**config.mk**
```make
export PLATFORM = sky130hd
export DESIGN_NAME = baud_tick_gen
export DESIGN_NICKNAME = d
export VERILOG_FILES = /design/src/rtl/uart_pkg.sv /design/src/rtl/baud_prescaler.sv /design/src/rtl/baud_tick_gen.sv
export SDC_FILE = /design/constraint.sdc
export NUM_CORES = 1
export LEC_CHECK = 0
export CORE_MARGIN = 2
export CORE_UTILIZATION = 40
export DETAILED_ROUTE_END_ITERATION = 10
export HOLD_SLACK_MARGIN = 0.03
export PLACE_DENSITY = 0.7
export SETUP_SLACK_MARGIN = 0.2
export SYNTH_ARGS = -nofsm -noshare
export SYNTH_HDL_FRONTEND = slang
export SYNTH_SLANG_ARGS = --single-unit
```
**constraint.sdc**
```tcl
create_clock -name clk -period 3.55 [get_ports clk]
set_clock_uncertainty 0.1 [all_clocks]
set_input_delay 0.355 -clock clk [delete_from_list [all_inputs] [get_ports clk]]
set_output_delay 0.355 -clock clk [all_outputs]
set_load 0.02 [all_outputs]
```
**src/rtl/uart_pkg.sv**
```systemverilog
`default_nettype none
// ============================================================================
// Module   : uart_pkg
// Purpose  : Shared constants and divisor helper for the UART baud tick logic.
// Revision : 1.0 - initial release
// ============================================================================
package uart_pkg;

    localparam int unsigned OS_DEFAULT = 16;
    localparam int unsigned MIN_DIV    = 2;
    localparam int unsigned FRAC_W     = 8;

    // Integer prescale divisor, rounded down.
    function automatic int unsigned calc_div(
        input int unsigned clk_hz,
        input int unsigned baud,
        input int unsigned os
    );
        return clk_hz / (baud * os);
    endfunction

endpackage
`default_nettype wire

```
**src/rtl/baud_prescaler.sv**
```systemverilog
`default_nettype none
// ============================================================================
// Module   : baud_prescaler
// Purpose  : Divide-by-D prescaler with shadowed divisor, emits rx_tick.
//            Optional fractional divisor under BAUD_FRAC_DIV_EN.
// Revision : 1.0 - initial release
// ============================================================================
module baud_prescaler
    import uart_pkg::*;
#(
    parameter int          DIV_W     = 16,
    parameter int unsigned RESET_DIV = 54
) (
    input  logic             clk,
    input  logic             rst,
    input  logic             enable,
    input  logic             restart,
    input  logic             div_load,
    input  logic [DIV_W-1:0] div_value,
`ifdef BAUD_FRAC_DIV_EN
    input  logic [FRAC_W-1:0] div_frac,
`endif
    output logic             rx_tick
);

    logic [DIV_W-1:0] r_cnt;
    logic [DIV_W-1:0] r_div_act;
    logic [DIV_W-1:0] r_div_shd;
    logic             r_tick;
    logic [DIV_W-1:0] w_lim;
    logic             w_wrap;
    logic             w_load_ok;

    assign w_load_ok = div_load && (div_value >= DIV_W'(MIN_DIV));
    // ">=" rather than "==" so a divisor shrunk while frozen cannot strand the count.
    assign w_wrap    = (r_cnt >= w_lim);

    always_ff @(posedge clk) begin
        if (rst) begin
            r_cnt     <= '0;
            r_tick    <= 1'b0;
            r_div_act <= DIV_W'(RESET_DIV);
            r_div_shd <= DIV_W'(RESET_DIV);
        end else begin
            if (w_load_ok) begin
                r_div_shd <= div_value;
            end
            if (restart) begin
                r_cnt     <= '0;
                r_tick    <= 1'b0;
                r_div_act <= r_div_shd;
            end else if (!enable) begin
                r_tick    <= 1'b0;
                r_div_act <= r_div_shd;
            end else if (w_wrap) begin
                r_cnt     <= '0;
                r_tick    <= 1'b1;
                r_div_act <= r_div_shd;
            end else begin
                r_cnt     <= r_cnt + DIV_W'(1);
                r_tick    <= 1'b0;
            end
        end
    end

`ifdef BAUD_FRAC_DIV_EN
    logic [FRAC_W-1:0] r_frac_shd;
    logic [FRAC_W-1:0] r_frac_act;
    logic [FRAC_W-1:0] r_acc;
    logic              r_extend;

    // Carry out of the phase accumulator stretches the next period by one cycle.
    always_ff @(posedge clk) begin
        if (rst) begin
            r_frac_shd <= '0;
            r_frac_act <= '0;
            r_acc      <= '0;
            r_extend   <= 1'b0;
        end else begin
            if (w_load_ok) begin
                r_frac_shd <= div_frac;
            end
            if (restart) begin
                r_acc      <= '0;
                r_extend   <= 1'b0;
                r_frac_act <= r_frac_shd;
            end else if (!enable) begin
                r_frac_act <= r_frac_shd;
            end else if (w_wrap) begin
                {r_extend, r_acc} <= {1'b0, r_acc} + {1'b0, r_frac_act};
                r_frac_act        <= r_frac_shd;
            end
        end
    end

    assign w_lim = r_div_act - DIV_W'(1) + DIV_W'(r_extend);
`else
    assign w_lim = r_div_act - DIV_W'(1);
`endif

    // A registered tick is dropped in any cycle that is held, restarted or reset.
    assign rx_tick = r_tick && enable && !restart && !rst;

endmodule
`default_nettype wire

```
**src/rtl/baud_tick_gen.sv**
```systemverilog
`default_nettype none
// ============================================================================
// Module   : baud_tick_gen
// Purpose  : UART rx oversample / tx bit clock-enable generator.
//            Optional fractional divisor input enabled by BAUD_FRAC_DIV_EN.
// Revision : 1.0 - initial release
// ============================================================================
module baud_tick_gen
    import uart_pkg::*;
#(
    parameter int unsigned CLK_HZ     = 100_000_000,
    parameter int unsigned BAUD       = 115200,
    parameter int unsigned OVERSAMPLE = OS_DEFAULT,
    parameter int          DIV_W      = 16,
    parameter int unsigned RESET_DIV  = calc_div(CLK_HZ, BAUD, OVERSAMPLE)
) (
    input  logic                          clk,
    input  logic                          rst,
    input  logic                          enable,
    input  logic                          restart,
    input  logic                          div_load,
    input  logic [DIV_W-1:0]              div_value,
`ifdef BAUD_FRAC_DIV_EN
    input  logic [FRAC_W-1:0]             div_frac,
`endif
    output logic                          div_err,
    output logic                          rx_tick,
    output logic                          tx_tick,
    output logic [$clog2(OVERSAMPLE)-1:0] os_phase
);

    localparam int                 c_PH_W    = $clog2(OVERSAMPLE);
    localparam logic [c_PH_W-1:0] c_PH_LAST = c_PH_W'(OVERSAMPLE - 1);

    logic              w_rx_tick;
    logic [c_PH_W-1:0] r_phase;
    logic              r_div_err;

    baud_prescaler #(
        .DIV_W     (DIV_W),
        .RESET_DIV (RESET_DIV)
    ) u_prescaler (
        .clk       (clk),
        .rst       (rst),
        .enable    (enable),
        .restart   (restart),
        .div_load  (div_load),
        .div_value (div_value),
`ifdef BAUD_FRAC_DIV_EN
        .div_frac  (div_frac),
`endif
        .rx_tick   (w_rx_tick)
    );

    always_ff @(posedge clk) begin
        if (rst) begin
            r_phase   <= '0;
            r_div_err <= 1'b0;
        end else begin
            r_div_err <= div_load && (div_value < DIV_W'(MIN_DIV));
            if (restart) begin
                r_phase <= '0;
            end else if (w_rx_tick) begin
                r_phase <= (r_phase == c_PH_LAST) ? '0 : r_phase + c_PH_W'(1);
            end
        end
    end

    assign rx_tick  = w_rx_tick;
    assign tx_tick  = w_rx_tick && (r_phase == c_PH_LAST);
    assign os_phase = r_phase;
    assign div_err  = r_div_err;

endmodule
`default_nettype wire
```
---- Yosys cells after proc, flatten, opt, wreduce, memory -nomap -nowiden ----
Index checks and enable logic that the tools add are counted.
word-level totals
  register bits ........................... 54
  input port bits ......................... 21
  output and inout bits ................... 7
  word-level logic and storage cells ...... 31
cells by class
  add/subtract/negate cells ............... 3
  order comparisons ....................... 3
  equality and inequality tests ........... 2
  muxes and demuxes ....................... 6
  bitwise logic cells ..................... 1
  reductions and logical operators ........ 10
operators by type and width
  cell                                                                                   count
  16-bit 2-to-1 mux                                                                      4
  16-bit by 1-bit adder with 16-bit output (second input constant)                       1
  16-bit greater-or-equal comparator                                                     1
  16-bit by 2-bit greater-or-equal comparator with 1-bit output (second input constant)  1
  16-bit by 2-bit less-than comparator with 1-bit output (second input constant)         1
  16-bit by 1-bit subtractor with 16-bit output (second input constant)                  1
  1-bit logical AND                                                                      6
  4-bit by 1-bit adder with 4-bit output (second input constant)                         1
  4-bit equality test (second input constant)                                            1
  4-bit 2-to-1 mux                                                                       1
  3-bit by 1-bit inequality test with 1-bit output (second input constant)               1
  3-bit OR reduction                                                                     1
  1-bit zero test                                                                        2
  2-bit OR reduction                                                                     1
  1-bit 2-to-1 mux                                                                       1
  1-bit inverter                                                                         1

---- Longest topological paths before layout ----
Gate-level depths: netlist (run 1).
  depth after elaboration ................. 5
  gate-level depth with buffers ........... 16
  mapped depth without buffers ............ 15

---- Cells and area by module ----
A second synthesis (run 1) with hierarchy kept.
unflattened totals
  cells, all modules ...................... 318
  area, all modules ....................... 2875.3 sq um
by module, submodules not included
  module          times used  cells each  area each (sq um)  seq. area each (sq um)
  baud_prescaler  1           294         2637.5             980.9
  baud_tick_gen   1           24          237.7              100.1

---- Worst setup path after synthesis (run 1) ----
No wires, ideal clock.
  path type ............................... reg-to-reg
  start ................................... register u_prescaler.r_div_act[0]
  end ..................................... register u_prescaler.r_div_act[1]
  setup time .............................. 0.120 ns
  arrival ................................. 3.067 ns
  data required time ...................... 3.330 ns
  slack ................................... 0.263 ns
  stages on the path, launching flop included .. 17
  path buffers ............................ 1
  clock period less this slack ............ 3.287 ns
  path through ............................ dfxtp_1 > inv_1 > ha_1 > nor3b_1 > nand2_1 > nor2_1 > nand2_1 > nor4_1 > xnor2_1 > ha_1 > a21oi_1 > nand2_1 > a221oi_1 > nand3_2 > buf_6 > o21a_1 > a211o_1
between the ends
  word-level cells in the longest chain between the ends .. 3
ends and longest elaborated chain
  item                                                        RTL line              RTL
  from (decl)                                                 baud_prescaler.sv:27  logic [DIV_W-1:0] r_div_act;
  from (signal assigned)                                      baud_prescaler.sv:42  r_div_act <= DIV_W'(RESET_DIV);
  from (signal assigned)                                      baud_prescaler.sv:51  r_div_act <= r_div_shd;
  from (signal assigned)                                      baud_prescaler.sv:54  r_div_act <= r_div_shd;
  16-bit by 1-bit subtractor with 16-bit output               baud_prescaler.sv:98  assign w_lim = r_div_act - DIV_W'(1);
  16-bit greater-or-equal comparator                          baud_prescaler.sv:36  assign w_wrap = (r_cnt >= w_lim);
  3-bit by 1-bit inequality test with 1-bit output (no line)  n/a
Every way passes these cells.
A chain may end at the register's enable or synchronous reset.

---- Final worst setup path (run 1) ----
  start ................................... register u_prescaler.r_div_act[0]
  end ..................................... register u_prescaler.r_div_act[6]
The elaborated chain is that of the path after synthesis.

==> results of run 1 <==
-- sequential cells by signal, indices dropped and copies added (netlist names) --
name and count:
os_phase 4, u_prescaler.r_tick 1, u_prescaler.r_cnt 16, div_err 1
u_prescaler.r_div_shd 16, u_prescaler.r_div_act 16
-- how the worst max path moves through the flow --
| stage | from | end | slack, ns | cells past startpoint |
|---|---|---|---|---|
| global route | u_prescaler.r_div_act[2] | u_prescaler.r_div_act[0] | 0.07 | 13 |
| floorplan | u_prescaler.r_div_act[0] | u_prescaler.r_div_act[1] | 0.26 | 16 |
| global placement | u_prescaler.r_div_act[0] | u_prescaler.r_div_act[3] | 0.23 | 16 |
| detailed placement | u_prescaler.r_div_act[0] | u_prescaler.r_div_act[14] | 0.1 | 17 |
| CTS | u_prescaler.r_div_act[0] | u_prescaler.r_div_act[3] | 0.22 | 16 |
| finish | u_prescaler.r_div_act[0] | u_prescaler.r_div_act[6] | 0.25 | 16 |
-- layer usage --
metal | routed length (µm) | share of wire [%]
met4 | 63 | 1.1
met1 | 2750 | 49
met5 | 0 | 0
met2 | 2660 | 47
met3 | 177 | 3.1
-- cells by family after synthesis --
| group | Yosys count | synth area share (%) |
|---|---|---|
| DFF | 54 | 38.8 |
| buffers and inverters | 26 | 3.91 |
| muxes | 12 | 4.32 |
| and+or+nand+nor | 139 | 25.0 |
| xor gates and xnor gates | 28 | 8.81 |
| adders and majority gates | 19 | 8.54 |
| AOI/OAI and AO/OA | 50 | 10.6 |
-- where the power goes --
group / internal [mW] / leakage [nW] / switching, mW
Clock: 0.148 / 0.0506 / 0.230
Sequential: 0.626 / 0.441 / 0.0177
Combinational: 0.0667 / 0.795 / 0.0610
-- final cells by class --
type                       instances  area, µm²
fill                             651       3360
timing repair buffer              40        402
inverter                          12       45.0
clock buffer                       5       68.8
clock inverter                     3       28.8
multi-input combinational        248       1660
tap                               80        100
sequential                        54       1080
-- timing repair --
| action | in CTS | in global routing |
|---|---|---|
| setup buffers | 0 | 2 |
| pin swaps | 0 | 1 |
| hold buffers | 0 | 0 |
| gates cloned | 0 | 2 |
| resized for setup | 4 | 14 |
| setup endpoints to repair | 29 | 30 |
-- synth_stat cells (5+ instances only) --
cell type and n:
xor2_1 12, nand2b_1 7, or3_2 5, nand4_1 7
or3_1 6, inv_1 12, nor2_1 37, mux2i_1 12
nand3_1 9, o21ai_0 14, dfxtp_1 54, ha_1 19
xnor2_1 16, nand2_1 38, nor3_1 6, clkbuf_1 9
nor4_1 6, nand3b_1 5, a21oi_1 22
-- placed cells by master (no fill, tap or decap), types with 2 or more instances in the layout --
cell type	n
nand2b_1	7
buf_4	10
nand3_1	9
nand3b_1	5
nor2_1	37
ha_1	18
dfxtp_2	2
a211o_1	4
inv_2	2
xnor2_1	16
o21a_1	4
clkdlybuf4s50_1	27
xor2_1	12
or3_2	5
nand4_1	7
a31oi_1	2
nor3_2	3
nand2_1	38
or3_1	5
clkbuf_8	5
nor4_2	2
and3_1	3
o21ai_0	13
nor4_1	4
and4_1	2
nor3_1	3
a21oi_1	21
dfxtp_1	52
mux2i_1	12
inv_1	10
-- critical path, stage by stage, from the launching register on --
cell,delay (ns)
dfxtp_2,0.35
inv_2,0.08
ha_4,0.14
nor3b_4,0.18
nand2_1,0.09
nor2_1,0.13
nand2_1,0.10
nor4_2,0.18
xnor2_1,0.17
ha_1,0.30
a21oi_1,0.16
nand2_1,0.08
a221oi_2,0.23
nand3_2,0.19
buf_12,0.21
or3_2,0.41
a21oi_1,0.14
==> impl_metrics.json, run 1 <==
{
  "cts_made_buffers": 5,
  "postSynthCellCount": 328,
  "final_area_um2": 3390,
  "worstSetupPathType": "reg -> reg",
  "drive_gt1_share_pct": 12.4,
  "avgSynthCellArea_um2": 8.48,
  "p_leak_nw": 1.29,
  "use_met2_pct": 24.5,
  "syn_nets": 368,
  "insertedDiodeCount": 0,
  "relSlewSlack_pct": 50.6,
  "post_synth_main_area_contributors": "dfxtp_1 (39%), ha_1 (8.5%), nand2_1 (5.1%), xnor2_1 (5.0%), nor2_1 (5.0%)",
  "routed_wl_um": 5650,
  "drt_first_pass_iters": 6,
  "top_usage_layer": "met2",
  "setup_tns_ns": 0,
  "rsz0062_at_grt": "true",
  "placed_area_um2": 3170,
  "vdd_drop_max_v": 0.000205,
  "grt_pass1_wl_um": 9110,
  "holdWs_ns": 0.362,
  "route.detailed.drc": 0,
  "worstPathRequired_ns": 3.70,
  "worst_pin_slew_ns": 0.740,
  "clk_pin_slew_ns": 0.11,
  "min_period_ns": 3.30,
  "fin_nets": 401,
  "synth_seq_cells": 54,
  "start_kind": "flop",
  "reg2reg_depth": 16,
  "final_hold_viol_count": 0,
  "grt_pass1_vias": 2102,
  "final_util_pct": 50.2,
  "power_mw": 1.15,
  "ys_types": 38,
  "synth_top_area_share_pct": 38.8,
  "crit_arrival_ns": 3.45,
  "finalNonFillerCells": 442,
  "finalSetupViolCount": 0,
  "avgViaCountPerCell": 5.17,
  "die_area_um2": 7640,
  "synth_flop_cell": "dfxtp_1",
  "vias": 2286,
  "cts_root_buf": "clkbuf_8",
  "place_ws_ns": 0.0975,
  "rows": 30,
  "start_util_pct": 41.2,
  "cp_max_fo": 12,
  "clockBufferDepth": 2,
  "groute.layer.met1.usage_pct": 19.7,
  "critPathCaptureType": "flop",
  "overflow": 0,
  "cts_tree": "done",
  "h-tree-depth": 2,
  "r2r_start": "u_prescaler.r_div_act[0]",
  "r2r_slack_ns": 0.25,
  "ant_nets": 0,
  "synth-edff-count": 0,
  "grt_max_degree": 38,
  "dpl.cell_count": 430,
  "hold_start": "u_prescaler.r_div_shd[7]",
  "fmax_ghz": 0.303,
  "wl_per_cell_um": 12.8,
  "fp.dieH_um": 87.4,
  "status": "finished, final reports clean",
  "drtIter0Drc": 59,
  "slew_viol_final": 0,
  "dpl.hpwl_um": 4020,
  "clk_latency_ns": 0.32,
  "antenna_found_initial": 0,
  "syn_area_um2": 2780,
  "hp-class": "reg -> reg",
  "ys_warn_count": 0,
  "async_reset_ff_share_pct": 0,
  "yosysTopAreaCell": "dfxtp_1",
  "grt_util_met3_pct": 2.94,
  "finalCritPeriodShare_pct": 92.9,
  "worst_slack_ns": 0.252,
  "synth-seq-area-share_pct": 38.8,
  "areaGrowthSynthToFinish_pct": 21.9,
  "min_path_cells": 2,
  "r2r-end": "u_prescaler.r_div_act[6]",
  "grtUsageTotal_pct": 14.9,
  "core_um2": 6760,
  "hold_path_end": "u_prescaler.r_div_shd[7]",
  "routabilityCongestion": 0.797,
  "cts.sinks": 54,
  "power_density_nw_per_um2": 339,
  "numPortBuffers": 27,
  "maxCapViolCount": 0,
  "pin_count": 28,
  "die_width_um": 87.4
}
Power figures use the tool's default switching activity.
==> run 2, diff against run 1 <==
--- a/config.mk
+++ b/config.mk
@@ -5,12 +5,14 @@
 export SDC_FILE = /design/constraint.sdc
 export NUM_CORES = 1
 export LEC_CHECK = 0
-export CORE_MARGIN = 2
+export CORE_MARGIN = 1
 export CORE_UTILIZATION = 40
 export DETAILED_ROUTE_END_ITERATION = 10
 export HOLD_SLACK_MARGIN = 0.03
+export MAX_ROUTING_LAYER = met4
 export PLACE_DENSITY = 0.7
 export SETUP_SLACK_MARGIN = 0.2
+export SLEW_MARGIN = 5
 export SYNTH_ARGS = -nofsm -noshare
 export SYNTH_HDL_FRONTEND = slang
 export SYNTH_SLANG_ARGS = --single-unit
==> impl_metrics.json, run 2 (synthesis gave the netlist of run 1 again) <==
{
  "status": "finished, final reports clean",
  "hp-class": "reg -> reg",
  "rsz0062_at_grt": "true",
  "cts_made_buffers": 5,
  "route.detailed.drc": 0,
  "finalSetupViolCount": 0,
  "routed_wl_um": 5870,
  "holdWs_ns": 0.362,
  "fmax_ghz": 0.294,
  "cp_max_fo": 9,
  "cts_root_buf": "clkbuf_8",
  "antenna_found_initial": 0,
  "vdd_drop_max_v": 0.000235,
  "routabilityCongestion": 0.791,
  "ant_nets": 0,
  "cts.sinks": 54,
  "combPwrFrac_pct": 11.2,
  "worstSetupPathType": "reg -> reg",
  "die_area_um2": 7290,
  "dpl.hpwl_um": 3990,
  "power_frac_seq_pct": 53.3,
  "relSlewSlack_pct": 47.4,
  "route.met3.wl_um": 132,
  "slew_viol_final": 0,
  "grt_max_degree": 38,
  "worst_pin_slew_ns": 0.789,
  "clockBufferDepth": 2,
  "intPower_mw": 0.911,
  "switchingPower_mw": 0.297,
  "power_density_nw_per_um2": 342,
  "fp.dieH_um": 85.4,
  "mostFrequentLayoutCell": "dfxtp_1",
  "maxCapViolCount": 0,
  "final_hold_viol_count": 0,
  "vias": 2328,
  "setup_tns_ns": 0,
  "pin_count": 28,
  "drt_first_pass_iters": 4,
  "h-tree-depth": 2,
  "crit_arrival_ns": 3.51,
  "core_um2": 6760,
  "worstPathRequired_ns": 3.66,
  "clk_latency_ns": 0.31,
  "wl_per_cell_um": 13.2,
  "start_kind": "flop",
  "top_layer_used": "met4",
  "netSwitchingFraction_pct": 24.6,
  "finalNonFillerCells": 444,
  "clkPwrFrac_pct": 35.5,
  "start_util_pct": 41.2,
  "drive_gt1_share_pct": 16.5,
  "drtIter0Drc": 48,
  "grtUsageTotal_pct": 16.1,
  "areaGrowthSynthToFinish_pct": 27.0,
  "dr_wl_met2_um": 2730,
  "reg.largest.list": "u_prescaler.r_cnt (16), u_prescaler.r_div_act (16), u_prescaler.r_div_shd (16)",
  "met1_length_um": 2940,
  "final_cell_mix": "dfxtp_1 (52), nand2_1 (36), nor2_1 (28), clkdlybuf4s50_1 (27), ha_1 (18)",
  "rows": 30,
  "finalCritPeriodShare_pct": 95.8,
  "grt_pass1_wl_um": 9050,
  "insertedDiodeCount": 0,
  "critPathCaptureType": "flop",
  "p_leak_nw": 1.31,
  "grt_pass1_vias": 2020,
  "avgViaCountPerCell": 5.24,
  "cts_tree": "done",
  "fin_nets": 403,
  "overflow": 0,
  "clk_pin_slew_ns": 0.10,
  "dpl.cell_count": 430,
  "numPortBuffers": 27,
  "min_period_ns": 3.40,
  "die_width_um": 85.4
}
[run 2: cell types whose count changed in the layout (fill, tap and decap cells not counted), sizes merged]
| cell | change |
|---|---|
| clkinv | -1 |
| clkbuf | +1 |
| a21o | +1 |
| bufinv | +1 |
[run 2: cell type report]
cell class	count	area [µm²]
fillers	613	3220
flip-flops and latches	54	1080
inverters	12	45.0
repair buffers	41	434
clock buffers	5	68.8
well taps	80	100
clock inverters	3	47.5
multi-input cells	249	1760
[run 2: worst max-delay path, stage by stage (launching register included)]
cell,delay (ns)
dfxtp_2,0.35
inv_2,0.07
ha_4,0.13
nor3b_4,0.20
nand2_2,0.10
nor2_4,0.13
nand2_2,0.09
nor4_4,0.28
xnor2_1,0.12
ha_1,0.35
a21oi_1,0.16
nand2_1,0.08
a221oi_2,0.24
nand3_2,0.23
clkbuf_16,0.24
o21a_1,0.17
a211o_1,0.26
[run 2: through the flow]
stage	util (%)	setup WS (ns)	power (mW)	cell area (µm²)
2_1_floorplan	-	0.263	0.730	2780
3_3_place_gp	46.7	0.0910	0.772	3160
3_5_place_dp	46.7	-0.0537	0.775	3160
4_1_cts	48.9	0.240	1.21	3310
5_1_grt	52.3	-0.0579	1.27	3530
6_report	52.3	0.148	1.21	3530
[run 2: metal layers]
layer  up-vias  global-route usage, %
met5         -                      -
met4         0                   6.82
met3         4                   3.11
met2        30                   24.4
met1      1092                   21.1
li1       1202                      -
[run 2: power by group through the flow]
stage,logic [mW],registers (mW),clock network (mW)
after floorplan,0.0795,0.650,0
after global placement,0.118,0.654,0
after detailed placement,0.121,0.655,0
after CTS,0.122,0.641,0.443
after global routing,0.151,0.647,0.472
final,0.135,0.644,0.429
[run 2: repair_timing]
item | CTS | global route
hold buffers | 0 | 0
resized for setup | 3 | 48
pin swaps | 1 | 27
gates cloned | 0 | 3
buffers inserted | 2 | 1
setup endpoints to repair | 31 | 30
[run 2: final timing paths]
path	startpoint	to	slack [ns]	cells after the start
worst max register to register	u_prescaler.r_div_act[1]	u_prescaler.r_div_act[2]	0.15	16
worst max-delay path	u_prescaler.r_div_act[1]	u_prescaler.r_div_act[2]	0.15	16
worst min register to register	u_prescaler.r_div_shd[8]	u_prescaler.r_div_shd[8]	0.36	2
worst min-delay path	u_prescaler.r_div_shd[8]	u_prescaler.r_div_shd[8]	0.36	2
==> run 3, diff against run 2 <==
--- a/config.mk
+++ b/config.mk
@@ -12,7 +12,7 @@
 export MAX_ROUTING_LAYER = met4
 export PLACE_DENSITY = 0.7
 export SETUP_SLACK_MARGIN = 0.2
-export SLEW_MARGIN = 5
+export SLEW_MARGIN = 20
 export SYNTH_ARGS = -nofsm -noshare
 export SYNTH_HDL_FRONTEND = slang
 export SYNTH_SLANG_ARGS = --single-unit
==> results of run 3 <==
Same layout as run 2: the final DEF is identical, and so are final timing and power.
